--- src/rtl/smiley_hit_ctrl_if.sv ---
// Signal bundle between the drawing-request mux, the hit controller and the smiley mover.
// The master drives scan position and drawing requests; the slave returns movement commands.
interface smiley_hit_ctrl_if;
    logic        startOfFrame;
    logic [10:0] pixelX;
    logic [10:0] pixelY;
    logic        smileyDR;
    logic        obstacleDR;
    logic        borderDR;
    logic        collision;
    logic        X_direction;
    logic        toggleY;
    logic [7:0]  hitCount;

    modport master (
        output startOfFrame, pixelX, pixelY, smileyDR, obstacleDR, borderDR,
        input  collision, X_direction, toggleY, hitCount
    );

    modport slave (
        input  startOfFrame, pixelX, pixelY, smileyDR, obstacleDR, borderDR,
        output collision, X_direction, toggleY, hitCount
    );
endinterface

--- src/rtl/smiley_hit_ctrl.sv ---
// Frame-based hit controller: collects smiley/obstacle/border overlaps during a frame and
// turns them into collision, X_direction and toggleY commands at the next startOfFrame.
module smiley_hit_ctrl #(
    parameter int SCREEN_W       = 640,
    parameter int SCREEN_H       = 480,
    parameter int EDGE           = 8,
    parameter int LOCKOUT_FRAMES = 4,
    parameter int TOGGLE_HOLD    = 2
) (
    input logic          clk,
    input logic          resetN,
    smiley_hit_ctrl_if.slave bus
);

    localparam int LW = (LOCKOUT_FRAMES > 0) ? $clog2(LOCKOUT_FRAMES + 1) : 1;
    localparam int HW = (TOGGLE_HOLD > 1) ? $clog2(TOGGLE_HOLD + 1) : 1;

    localparam logic [10:0] LEFT_LIM   = 11'(EDGE);
    localparam logic [10:0] RIGHT_LIM  = 11'(SCREEN_W - EDGE);
    localparam logic [10:0] TOP_LIM    = 11'(EDGE);
    localparam logic [10:0] BOTTOM_LIM = 11'(SCREEN_H - EDGE);

    typedef enum logic {ARMED, LOCKOUT} state_t;

    state_t          state, state_n;
    logic            obs_flag, obs_flag_n;
    logic            brd_flag, brd_flag_n;
    logic [10:0]     hit_x, hit_x_n;
    logic [10:0]     hit_y, hit_y_n;
    logic [LW-1:0]   lock_cnt, lock_cnt_n;
    logic [HW-1:0]   hold_cnt, hold_cnt_n;
    logic            collision_r, collision_n;
    logic            x_dir, x_dir_n;
    logic            toggle_r, toggle_n;
    logic [7:0]      hit_count, hit_count_n;

    logic obs_hit;
    logic brd_hit;

    function automatic logic [7:0] sat_inc8(input logic [7:0] v);
        return (v == 8'hFF) ? v : v + 8'd1;
    endfunction

    assign obs_hit = bus.smileyDR && bus.obstacleDR;
    assign brd_hit = bus.smileyDR && bus.borderDR;

    always_ff @(posedge clk or negedge resetN) begin
        if (!resetN) begin
            state       <= ARMED;
            obs_flag    <= 1'b0;
            brd_flag    <= 1'b0;
            hit_x       <= '0;
            hit_y       <= '0;
            lock_cnt    <= '0;
            hold_cnt    <= '0;
            collision_r <= 1'b0;
            x_dir       <= 1'b1;
            toggle_r    <= 1'b0;
            hit_count   <= '0;
        end else begin
            state       <= state_n;
            obs_flag    <= obs_flag_n;
            brd_flag    <= brd_flag_n;
            hit_x       <= hit_x_n;
            hit_y       <= hit_y_n;
            lock_cnt    <= lock_cnt_n;
            hold_cnt    <= hold_cnt_n;
            collision_r <= collision_n;
            x_dir       <= x_dir_n;
            toggle_r    <= toggle_n;
            hit_count   <= hit_count_n;
        end
    end

    always_comb begin
        state_n     = state;
        obs_flag_n  = obs_flag;
        brd_flag_n  = brd_flag;
        hit_x_n     = hit_x;
        hit_y_n     = hit_y;
        lock_cnt_n  = lock_cnt;
        hold_cnt_n  = (hold_cnt != '0) ? hold_cnt - HW'(1) : '0;
        collision_n = 1'b0;
        x_dir_n     = x_dir;
        hit_count_n = hit_count;

        case (state)
            ARMED: begin
                if (bus.startOfFrame) begin
                    obs_flag_n = 1'b0;
                    brd_flag_n = 1'b0;
                    hit_x_n    = '0;
                    hit_y_n    = '0;
                    if (obs_flag) begin
                        collision_n = 1'b1;
                        hit_count_n = sat_inc8(hit_count);
                        if (LOCKOUT_FRAMES > 0) begin
                            state_n    = LOCKOUT;
                            lock_cnt_n = LW'(LOCKOUT_FRAMES);
                        end
                    end else if (brd_flag) begin
                        if (hit_x < LEFT_LIM) begin
                            x_dir_n = 1'b1;
                        end else if (hit_x >= RIGHT_LIM) begin
                            x_dir_n = 1'b0;
                        end
                        if ((hit_y < TOP_LIM) || (hit_y >= BOTTOM_LIM)) begin
                            hold_cnt_n = HW'(TOGGLE_HOLD);
                        end
                    end
                    // An overlap on the SOF cycle belongs to the frame that starts here.
                    if (state_n == ARMED) begin
                        if (obs_hit) begin
                            obs_flag_n = 1'b1;
                        end
                        if (brd_hit) begin
                            brd_flag_n = 1'b1;
                            hit_x_n    = bus.pixelX;
                            hit_y_n    = bus.pixelY;
                        end
                    end
                end else begin
                    if (obs_hit) begin
                        obs_flag_n = 1'b1;
                    end
                    if (brd_hit && !brd_flag) begin
                        brd_flag_n = 1'b1;
                        hit_x_n    = bus.pixelX;
                        hit_y_n    = bus.pixelY;
                    end
                end
            end
            LOCKOUT: begin
                obs_flag_n = 1'b0;
                brd_flag_n = 1'b0;
                hit_x_n    = '0;
                hit_y_n    = '0;
                if (bus.startOfFrame) begin
                    lock_cnt_n = lock_cnt - LW'(1);
                    if (lock_cnt == LW'(1)) begin
                        state_n = ARMED;
                    end
                end
            end
            default: state_n = ARMED;
        endcase

        toggle_n = (hold_cnt_n != '0);
    end

    assign bus.collision   = collision_r;
    assign bus.X_direction = x_dir;
    assign bus.toggleY     = toggle_r;
    assign bus.hitCount    = hit_count;

endmodule

--- src/flat_wrapper.sv ---
// flat-port wrapper written by rule: the top's interface ports become plain ports
module smiley_hit_ctrl_flat 
#(
    parameter int SCREEN_W       = 640,
    parameter int SCREEN_H       = 480,
    parameter int EDGE           = 8,
    parameter int LOCKOUT_FRAMES = 4,
    parameter int TOGGLE_HOLD    = 2
)
  (clk, resetN, bus_startOfFrame, bus_pixelX, bus_pixelY, bus_smileyDR, bus_obstacleDR, bus_borderDR, bus_collision, bus_X_direction, bus_toggleY, bus_hitCount);
  smiley_hit_ctrl_if bus_i ();
  input logic clk;
  input logic resetN;
  input wire logic [$bits(bus_i.startOfFrame)-1:0] bus_startOfFrame;
  input wire logic [$bits(bus_i.pixelX)-1:0] bus_pixelX;
  input wire logic [$bits(bus_i.pixelY)-1:0] bus_pixelY;
  input wire logic [$bits(bus_i.smileyDR)-1:0] bus_smileyDR;
  input wire logic [$bits(bus_i.obstacleDR)-1:0] bus_obstacleDR;
  input wire logic [$bits(bus_i.borderDR)-1:0] bus_borderDR;
  output wire logic [$bits(bus_i.collision)-1:0] bus_collision;
  output wire logic [$bits(bus_i.X_direction)-1:0] bus_X_direction;
  output wire logic [$bits(bus_i.toggleY)-1:0] bus_toggleY;
  output wire logic [$bits(bus_i.hitCount)-1:0] bus_hitCount;
  assign bus_i.startOfFrame = bus_startOfFrame;
  assign bus_i.pixelX = bus_pixelX;
  assign bus_i.pixelY = bus_pixelY;
  assign bus_i.smileyDR = bus_smileyDR;
  assign bus_i.obstacleDR = bus_obstacleDR;
  assign bus_i.borderDR = bus_borderDR;
  assign bus_collision = bus_i.collision;
  assign bus_X_direction = bus_i.X_direction;
  assign bus_toggleY = bus_i.toggleY;
  assign bus_hitCount = bus_i.hitCount;
  smiley_hit_ctrl #(.SCREEN_W(SCREEN_W), .SCREEN_H(SCREEN_H), .EDGE(EDGE), .LOCKOUT_FRAMES(LOCKOUT_FRAMES), .TOGGLE_HOLD(TOGGLE_HOLD)) u_core (.clk(clk), .resetN(resetN), .bus(bus_i));
endmodule
--- config.mk ---
export PLATFORM = sky130hd
export DESIGN_NAME = smiley_hit_ctrl_flat
export DESIGN_NICKNAME = d
export VERILOG_FILES = /design/src/rtl/smiley_hit_ctrl_if.sv /design/src/rtl/smiley_hit_ctrl.sv /design/src/flat_wrapper.sv
export SDC_FILE = /design/constraint.sdc
export NUM_CORES = 1
export LEC_CHECK = 0
export CELL_PAD_IN_SITES_DETAIL_PLACEMENT = 0
export CELL_PAD_IN_SITES_GLOBAL_PLACEMENT = 1
export CORE_ASPECT_RATIO = 1.4
export CORE_MARGIN = 5
export CORE_UTILIZATION = 41
export DETAILED_ROUTE_END_ITERATION = 7
export GPL_TIMING_DRIVEN = 0
export MAX_ROUTING_LAYER = met4
export PLACE_DENSITY_LB_ADDON = 0.1
export SLEW_MARGIN = 20
export SYNTH_ARGS = -nofsm -noshare
export SYNTH_HDL_FRONTEND = slang
export SYNTH_SLANG_ARGS = --single-unit
--- constraint.sdc ---
create_clock -name clk -period 2.7 [get_ports clk]
set_clock_uncertainty 0.1 [all_clocks]
set_input_delay 0.405 -clock clk [delete_from_list [all_inputs] [get_ports clk]]
set_output_delay 0.405 -clock clk [all_outputs]
set_load 0.005 [all_outputs]
==> run_results.csv, run 1 <==
group,metric,value,unit
sta,tightest_slew,324,ps
sta,hold_viol,0,
sta,tns,0,ps
power_and_ir_drop,p_comb_share,28.5,%
grt,grt_overflow,0,
synth,synth_top_cell_by_area,"dfrtp_1",
status,status,"finished clean",
synth,synth-edff-count,0,
clock_tree,clk_latency,280,ps
place,gp_congestion,0.749,
synth,ys.flop_type,"dfrtp_1",
finish,nets,206,
routing,drtPass1Iterations,4,
routing,via_per_inst,5.40,
synth,yosys_warnings,0,
grt,grt_max_degree,26,
synth,synth_fp_nets,166,
grt,grt_use_total,14.4,%
worst_setup_path,critical_path_class,"reg2out",
sta,setup_viol,0,
place,dp.final_hpwl,2.49,mm
synth,synth_area_leaders,"dfrtp_1, a22o_2, buf_6",
worst_setup_path,cp_top_family,"flip-flops",
sta,max_freq,549,MHz
sta,grt_setup_unrepaired,"false",
routing,drc,0,
power_and_ir_drop,p_sw_share,30.8,%
power_and_ir_drop,pwr-share-clk,24.5,%
die,row_count,27,
synth,synthCells,135,
clock_tree,cts_tree,"yes",
grt,grt_pass1_vias,1273,
worst_setup_path,cp_max_fo,3,
power_and_ir_drop,ir_drop,0.519,mV
finish,n_antenna_cell,0,
finish,final_area,2090,sq um
finish,fin_util,53.9,%
synth,syn_area,1610,sq um
die,die_area,5300,sq um
power_and_ir_drop,power-per-cell-area,738,nW/um^2
synth,synth.distinct_cells,38,
clock_tree,cts_made_buffers,5,
clock_tree,cts_root_buf,"clkbuf_8",
worst_setup_path,worst_path_max_delay_cell,"dfstp_2",
finish,drive_above_1_share,21.7,%
die,dieWidth,63.0,um
clock_tree,clkTransAtPathRegs,70,ps
worst_setup_path,path_buf_inv,1,
worst_setup_path,cpPeakStageDelay,540,ps
sta,setup_ws,879,ps
power_and_ir_drop,p_int,1070,uW
sta,period_share,67.4,%
run,cap_viol_max_count,0,
finish,syn2layout_area_growth,30.1,%
die,boundaryPins,39,
worst_setup_path,cp-end-kind,"output pin",
die,start_util,41.4,%
sta,slew_viol_final,0,
power_and_ir_drop,leakagePower,0.000949,uW
sta,relSlewSlack,78.1,%
synth,synth.avg_cell_area,11.9,sq um
routing,drt_iter0_markers,42,
worst_setup_path,worstPathCellList,"clkdlybuf4s50_1",
grt,grt_pass1_wl,5.83,mm
synth,async_flop_share,100,%
grt,antenna_found_initial,0,
clock_tree,cts.repair.resized,0,
power_and_ir_drop,total_power,1550,uW
synth,yosysTopAreaCellShare,52.8,%
place,pre_cts_ws,769,ps
place,dpl_cell_area,2000,sq um
clock_tree,cts-htree-levels,2,
power_and_ir_drop,p_switching,477,uW
worst_setup_path,critPathRequiredTime,2190,ps
place,io_buffers,31,
routing,totalWireLength,3.32,mm
synth,ys_seq_elements,35,
power_and_ir_drop,seqPwrFrac,47.0,%
routing,ant_nets,0,
routing,post_drt_wl_per_cell,15.2,um
hold_path,hold_class,"in2reg",
routing,vias,1177,
die,core,3880,sq um
clock_tree,cts_sinks,35,
worst_setup_path,arrival,1320,ps
synth,ys_seq_area_share,54.5,%
sta,timing.final.crit_period,1820,ps
worst_setup_path,critPathLaunchType,"register",
clock_tree,cts_buffer_depth,2,
die,die_h,84.2,um
[worst paths after layout]
check,start,cells after the start,to,slack (ps)
min reg2reg,u_core.lock_cnt[1],2,u_core.lock_cnt[1],410
min in group asynchronous,resetN,2,u_core.hit_y[8],440
max in group asynchronous,resetN,3,u_core.bus.X_direction,1560
max,u_core.bus.X_direction,1,bus_X_direction,880
max reg2reg,u_core.bus.hitCount[0],4,u_core.bus.hitCount[1],980
min,bus_startOfFrame,3,u_core.lock_cnt[0],340
[flip-flops by register name, summed over array words and instances, names as in the netlist]
| name | flops |
|---|---|
| u_core.bus.hitCount | 8 |
| u_core.hit_x | 8 |
| u_core.hit_y | 8 |
| u_core.lock_cnt | 3 |
| u_core.hold_cnt | 2 |
| u_core.brd_flag | 1 |
| u_core.bus.X_direction | 1 |
| u_core.bus.collision | 1 |
| u_core.bus.toggleY | 1 |
| u_core.obs_flag | 1 |
| u_core.state | 1 |
[power groups by stage]
stage	sequential (uW)	combinational, uW	clock (uW)
2_1_floorplan	715	282	0
3_3_place_gp	726	423	0
3_5_place_dp	735	443	0
4_1_cts	725	447	393
5_1_grt	746	493	416
6_report	727	440	379
[layout by cell type, fill, tap and decap left out, drive strengths merged, types with 2 or more instances in the layout]
cell type / n
a22o: 17
nand3b: 2
and4: 2
buf: 7
nand4: 2
xor2: 2
nor4: 4
nand2: 12
a21oi: 6
nor2: 6
inv: 5
nor3: 4
clkbuf: 7
dfrtp: 34
ha: 3
clkdlybuf4s50: 30
o21ai: 6
xnor2: 2
a211oi: 2
nand3: 4
mux2: 4
[synthesized netlist by cell type, types with 4 or more instances]
cell	count
dfrtp_1	34
a22o_2	15
nand2_1	12
a21oi_1	6
nor2_1	6
inv_1	5
o21ai_0	5
buf_6	4
nand3_1	4
nor4_1	4
[layer usage]
| metal | wire length [um] | part of all wire (%) | global-route usage, % |
|---|---|---|---|
| met3 | 96 | 2.9 | 4.02 |
| met4 | 61 | 1.8 | 6.95 |
| met1 | 1440 | 43 | 15.9 |
| met2 | 1720 | 52 | 23.5 |
| met5 | 0 | 0 | - |
[worst register-to-register path, stage by stage (launching register included)]
cell and delay, ps:
dfrtp_1 440, ha_1 250, nand3_1 190, o21ai_1 260, mux2_2 360
[logic make-up (layout without fill, tap and decap cells)]
| kind of cell | after synthesis | after routing | synth area share, % |
|---|---|---|---|
| AO/OA/AOI/OAI | 39 | 39 | 19.3 |
| XOR/XNOR | 4 | 4 | 2.18 |
| adder cells (fa/ha/maj) | 3 | 3 | 2.33 |
| buffers and inverters | 11 | 51 | 4.51 |
| flip-flops | 35 | 35 | 54.5 |
| multiplexers | 4 | 4 | 3.03 |
| AND/OR/NAND/NOR | 39 | 39 | 14.1 |
[timing repair]
action / 4_1_cts / 5_1_grt
endpoints found under the hold margin: 10 / 0
setup buffers: 0 / 0
hold buffers: 1 / 0
[through the flow]
| step | cells | hold WS (ps) |
|---|---|---|
| after floorplan | 135 | 9.41 |
| after global placement | 209 | 369 |
| after detailed placement | 210 | 211 |
| after CTS | 218 | 321 |
| after global routing | 218 | 332 |
| final | 218 | 336 |
[layout make-up]
| cell class | instances | area (sq um) |
|---|---|---|
| Fill cell | 348 | 1790 |
| Sequential cell | 35 | 877 |
| Multi-Input combinational cell | 89 | 661 |
| Timing Repair Buffer | 33 | 343 |
| Clock buffer | 6 | 82.6 |
| Buffer | 6 | 53.8 |
| Tap cell | 43 | 53.8 |
| Inverter | 5 | 18.8 |
| Clock inverter | 1 | 5.00 |
(Power assumes the default switching activity.)
==> run 2, diff against run 1 <==
CORE_UTILIZATION = 38   (was 41)
clock period = 1.75 ns   (was 2.7 ns; I/O delays follow)
==> run_results.csv, run 2 (synthesized netlist as in run 1, its figures left out) <==
group,metric,value,unit
routing,drtPass1Iterations,4,
routing,totalWireLength,3.36,mm
sta,slew_viol_final,0,
worst_setup_path,critPathLaunchType,"register",
finish,syn2layout_area_growth,30.0,%
worst_setup_path,ff2ff_setup_slack,150,ps
grt,grt_overflow,0,
worst_setup_path,cp_max_fo,3,
sta,timing.final.crit_period,1690,ps
clock_tree,cts.repair_timing.setup_buffer_count,0,
worst_setup_path,arrival,1320,ps
clock_tree,cts_made_buffers,5,
worst_setup_path,reg2reg_to,"u_core.bus.hitCount[1]",
place,dp.final_hpwl,2.45,mm
sta,period_share,96.3,%
finish,layout_commonest_cell,"dfrtp_1",
finish,fin_cells,221,
place,dp_cells,212,
hold_path,hold_class,"in2reg",
die,dieWidth,65.0,um
die,core,4170,sq um
sta,relSlewSlack,77.6,%
clock_tree,cts_tree,"yes",
routing,post_drt_wl_per_cell,15.2,um
worst_setup_path,worst_path_max_delay_cell,"dfstp_2",
grt,grt_use_total,13.2,%
finish,drive_above_1_share,22.7,%
clock_tree,cts_buffer_depth,2,
routing,via_per_inst,5.40,
worst_setup_path,r2r_cells,4,
place,gp_congestion,0.720,
worst_setup_path,cp-end-kind,"output pin",
routing,drc,0,
die,boundaryPins,39,
grt,grt_pass1_vias,1271,
worst_setup_path,cp.depth,1,
clock_tree,cts_sinks,35,
worst_setup_path,cp_top_family,"flip-flops",
power_and_ir_drop,leakagePower,0.000941,uW
worst_setup_path,critPathRequiredTime,1390,ps
finish,fin_util,50.2,%
sta,tns,0,ps
worst_setup_path,worstPathCellList,"clkdlybuf4s50_1",
sta,max_freq,593,MHz
grt,antenna_found_initial,0,
run,cap_viol_max_count,0,
sta,setup_viol,0,
grt,grt_pass1_wl,5.52,mm
die,die_area,5660,sq um
grt,grt_max_degree,27,
routing,vias,1193,
routing,ant_nets,0,
die,row_count,28,
power_and_ir_drop,ir_drop,0.449,mV
die,start_util,38.6,%
status,status,"finished clean",
power_and_ir_drop,total_power,2360,uW
die,die_h,87.0,um
place,pre_cts_ws,-48.7,ps
worst_setup_path,path_buf_inv,1,
finish,nets,206,
sta,tightest_slew,333,ps
clock_tree,clkTransAtPathRegs,70,ps
place,io_buffers,31,
sta,hold_viol,0,
clock_tree,cts_root_buf,"clkbuf_8",
clock_tree,cts-htree-levels,2,
routing,drt_iter0_markers,36,
worst_setup_path,critical_path_class,"reg2out",
finish,layout_common_cells,"dfrtp_1, clkdlybuf4s50_1, a22o_2, nand2_1",
finish,n_antenna_cell,0,
worst_setup_path,crit_path_end,"bus_X_direction",
worst_setup_path,crit_path_start,"u_core.bus.X_direction",
worst_setup_path,cpPeakStageDelay,540,ps
clock_tree,clk_latency,280,ps
worst_setup_path,regToRegStartpoint,"u_core.bus.hitCount[1]",
power_and_ir_drop,power-per-cell-area,1130,nW/um^2
sta,setup_ws,64.0,ps
[run 2: cell count changes in the layout (fill, tap and decap cells not counted), sizes merged]
cell / before / now
clkbuf: 7 / 8
[run 2: cell type report]
class                      instances  area, sq um
timing repair buffer              33          335
clock inverter                     1         5.00
multi-input combinational         89          669
fill                             392         2080
sequential                        35          878
buffer                             6         53.8
clock buffer                       7         76.3
tap                               45         56.3
inverter                           5         18.8
[run 2: where the power goes]
part | total (uW) | switching, uW | leakage (uW) | internal [uW]
Clock | 555 | 276 | 0.0000422 | 279
Combinational | 684 | 308 | 0.000434 | 376
Sequential | 1120 | 156 | 0.000465 | 967
Total | 2360 | 740 | 0.000941 | 1620
[run 2: worst min-delay path by stage]
stage,start,to,slack (ps),cells after the start
detailed placement,resetN,u_core.hit_y[3],50,1
floorplan,resetN,u_core.brd_flag,-130,0
CTS,bus_startOfFrame,u_core.lock_cnt[1],170,3
finish,bus_startOfFrame,u_core.lock_cnt[0],180,3
global route,bus_startOfFrame,u_core.lock_cnt[1],200,3
global placement,u_core.lock_cnt[1],u_core.lock_cnt[1],370,2
[run 2: timing repair]
action	in CTS	in global routing
resized for setup	0	3
endpoints found under the hold margin	9	0
hold buffers	1	0
setup endpoints to repair	0	1
[run 2: stage by stage]
step / hold WS (ps) / area [sq um]
finish: 180 / 2090
global route: 204 / 2090
CTS: 172 / 2080
detailed placement: 50.9 / 1990
global placement: 368 / 1980
floorplan: -133 / 1610
[run 2: per-layer routing]
layer  up-vias  track usage [%]  routed length (um)
met5         -                -                   0
met4         0             5.66                  44
met3         4             4.01                 126
met2        28             22.3                1710
met1       580             14.3                1480
li1        581                -                   -
[run 2: worst min-delay path, cell delays in order]
cell,delay (ps)
buf_6,120
nand2_1,60
o21ai_0,70
==> run 3, diff against run 2 <==
CORE_UTILIZATION = 34   (was 38)
PLACE_DENSITY = 0.85   (was unset)
PLACE_DENSITY_LB_ADDON = unset   (was 0.1)
clock period = 1.5 ns   (was 1.75 ns; I/O delays follow)
==> run_results.csv, run 3 (synthesized netlist as in run 1, its figures left out) <==
group,metric,value,unit
clock_tree,clkTransAtPathRegs,70,ps
routing,post_drt_wl_per_cell,15.9,um
worst_setup_path,critPathLaunchType,"register",
die,die_area,6230,sq um
place,pre_cts_ws,-262,ps
routing,totalWireLength,4.11,mm
finish,final_area,2400,sq um
routing,vias,1334,
power_and_ir_drop,p_switching,1000,uW
place,io_buffers,31,
worst_setup_path,r2r_cells,4,
power_and_ir_drop,p_int,2250,uW
sta,tightest_slew,314,ps
die,row_count,29,
power_and_ir_drop,leakagePower,0.00118,uW
grt,grt_overflow,0,
grt,grt_pass1_wl,6.69,mm
clock_tree,cts-htree-levels,2,
power_and_ir_drop,p_comb_share,37.6,%
die,boundaryPins,39,
routing,drt_iter0_markers,57,
grt,antenna_found_initial,0,
worst_setup_path,cp_max_fo,3,
place,dp.final_hpwl,2.60,mm
worst_setup_path,cp-end-kind,"register",
clock_tree,cts_tree,"yes",
die,start_util,35.2,%
die,dieWidth,68.2,um
worst_setup_path,arrival,1570,ps
sta,grt_setup_unrepaired,"true",
routing,drc,0,
sta,relSlewSlack,78.8,%
clock_tree,cts_buffer_depth,2,
sta,setup_viol,1,
clock_tree,cts_sinks,35,
clock_tree,cts_root_buf,"clkbuf_8",
hold_path,whs_path_depth,3,
sta,timing.final.crit_period,1510,ps
worst_setup_path,crit_path_start,"u_core.bus.hitCount[1]",
place,dpl_cell_area,2030,sq um
place,dp_cells,229,
grt,grt_pass1_vias,1436,
status,status,"complete, but fails checks",
sta,slew_viol_final,0,
sta,tns,-9.21,ps
finish,syn2layout_area_growth,48.9,%
finish,fin_util,52.4,%
die,core,4570,sq um
power_and_ir_drop,ir_drop,0.876,mV
status,violations,"setup timing",
routing,via_per_inst,5.15,
finish,layout_commonest_cell,"dfrtp_1",
sta,hold_viol,0,
hold_path,hold_class,"in2reg",
finish,fin_cells,259,
finish,drive_above_1_share,37.1,%
sta,setup_ws,-9.21,ps
power_and_ir_drop,pwr-share-clk,22.7,%
power_and_ir_drop,seqPwrFrac,39.7,%
clock_tree,clk_latency,280,ps
routing,ant_nets,0,
finish,layout_common_cells,"dfrtp_1, clkdlybuf4s50_1, buf_4, a22o_2, nand2_1",
worst_setup_path,regToRegStartpoint,"u_core.bus.hitCount[1]",
die,die_h,91.4,um
finish,n_antenna_cell,0,
place,gp_congestion,0.788,
grt,grt_max_degree,35,
worst_setup_path,critical_path_class,"reg2reg",
hold_path,min_from,"bus_startOfFrame",
clock_tree,cts_made_buffers,5,
grt,grt_use_total,14.7,%
power_and_ir_drop,p_sw_share,30.9,%
power_and_ir_drop,power-per-cell-area,1360,nW/um^2
sta,max_freq,663,MHz
routing,drtPass1Iterations,4,
run,cap_viol_max_count,0,
worst_setup_path,critPathRequiredTime,1560,ps
finish,nets,227,
sta,period_share,101,%
run 3: changes by cell type in the layout (fill, tap and decap cells not counted), sizes merged:
cell / previous run / this run
buf: 7 / 28
dlymetal6s2s: 0 / 5
clkinv: 1 / 0
inv: 5 / 4
dlygate4sd2: 0 / 5
clkbuf: 8 / 9
clkinvlp: 0 / 1
clkdlybuf4s50: 30 / 20
run 3: final timing paths:
path	to	slack, ps
max in group asynchronous	u_core.bus.X_direction	700
worst min register to register	u_core.lock_cnt[1]	400
worst max-delay path	u_core.bus.hitCount[7]	-9
worst min-delay path	u_core.lock_cnt[0]	150
worst max register to register	u_core.bus.hitCount[7]	-9
min in group asynchronous	u_core.hit_x[9]	170
run 3: per-stage QoR:
stage	total power [uW]	hold WS, ps
global route	3470	170
floorplan	1810	-171
finish	3250	146
global placement	2080	366
detailed placement	2130	-75.4
CTS	3130	134
run 3: critical path, stage by stage (launching register included):
cell	delay (ps)
dfrtp_1	400
buf_4	140
nand3_2	120
nor4_4	320
mux2_4	320
run 3: power groups by stage:
stage	Combinational, uW	Sequential, uW	Clock [uW]
2_1_floorplan	517	1290	0
3_3_place_gp	765	1310	0
3_5_place_dp	809	1330	0
4_1_cts	1080	1280	765
5_1_grt	1340	1320	808
6_report	1220	1290	739
run 3: final cells by class:
type / count / area [sq um]
inverter: 5 / 22.5
fill: 426 / 2170
clock buffer: 8 / 100
buffer: 6 / 55.1
tap: 62 / 77.6
multi-input combinational: 89 / 748
sequential: 35 / 881
timing repair buffer: 54 / 513
run 3: routing by layer:
layer / vias up / GRT usage (%) / routed length, um
li1: 623 / - / -
met1: 664 / 16.3 / 1630
met2: 37 / 23.8 / 2200
met3: 10 / 4.07 / 191
met4: 0 / 6.63 / 95
met5: - / - / 0
run 3: what timing repair did:
item | 4_1_cts | 5_1_grt
hold endpoints to repair | 34 | 0
cloned | 0 | 1
pin swaps | 2 | 5
endpoints found under the setup margin | 13 | 18
hold buffers | 1 | 0
setup buffers | 15 | 5
gates resized for setup | 11 | 19
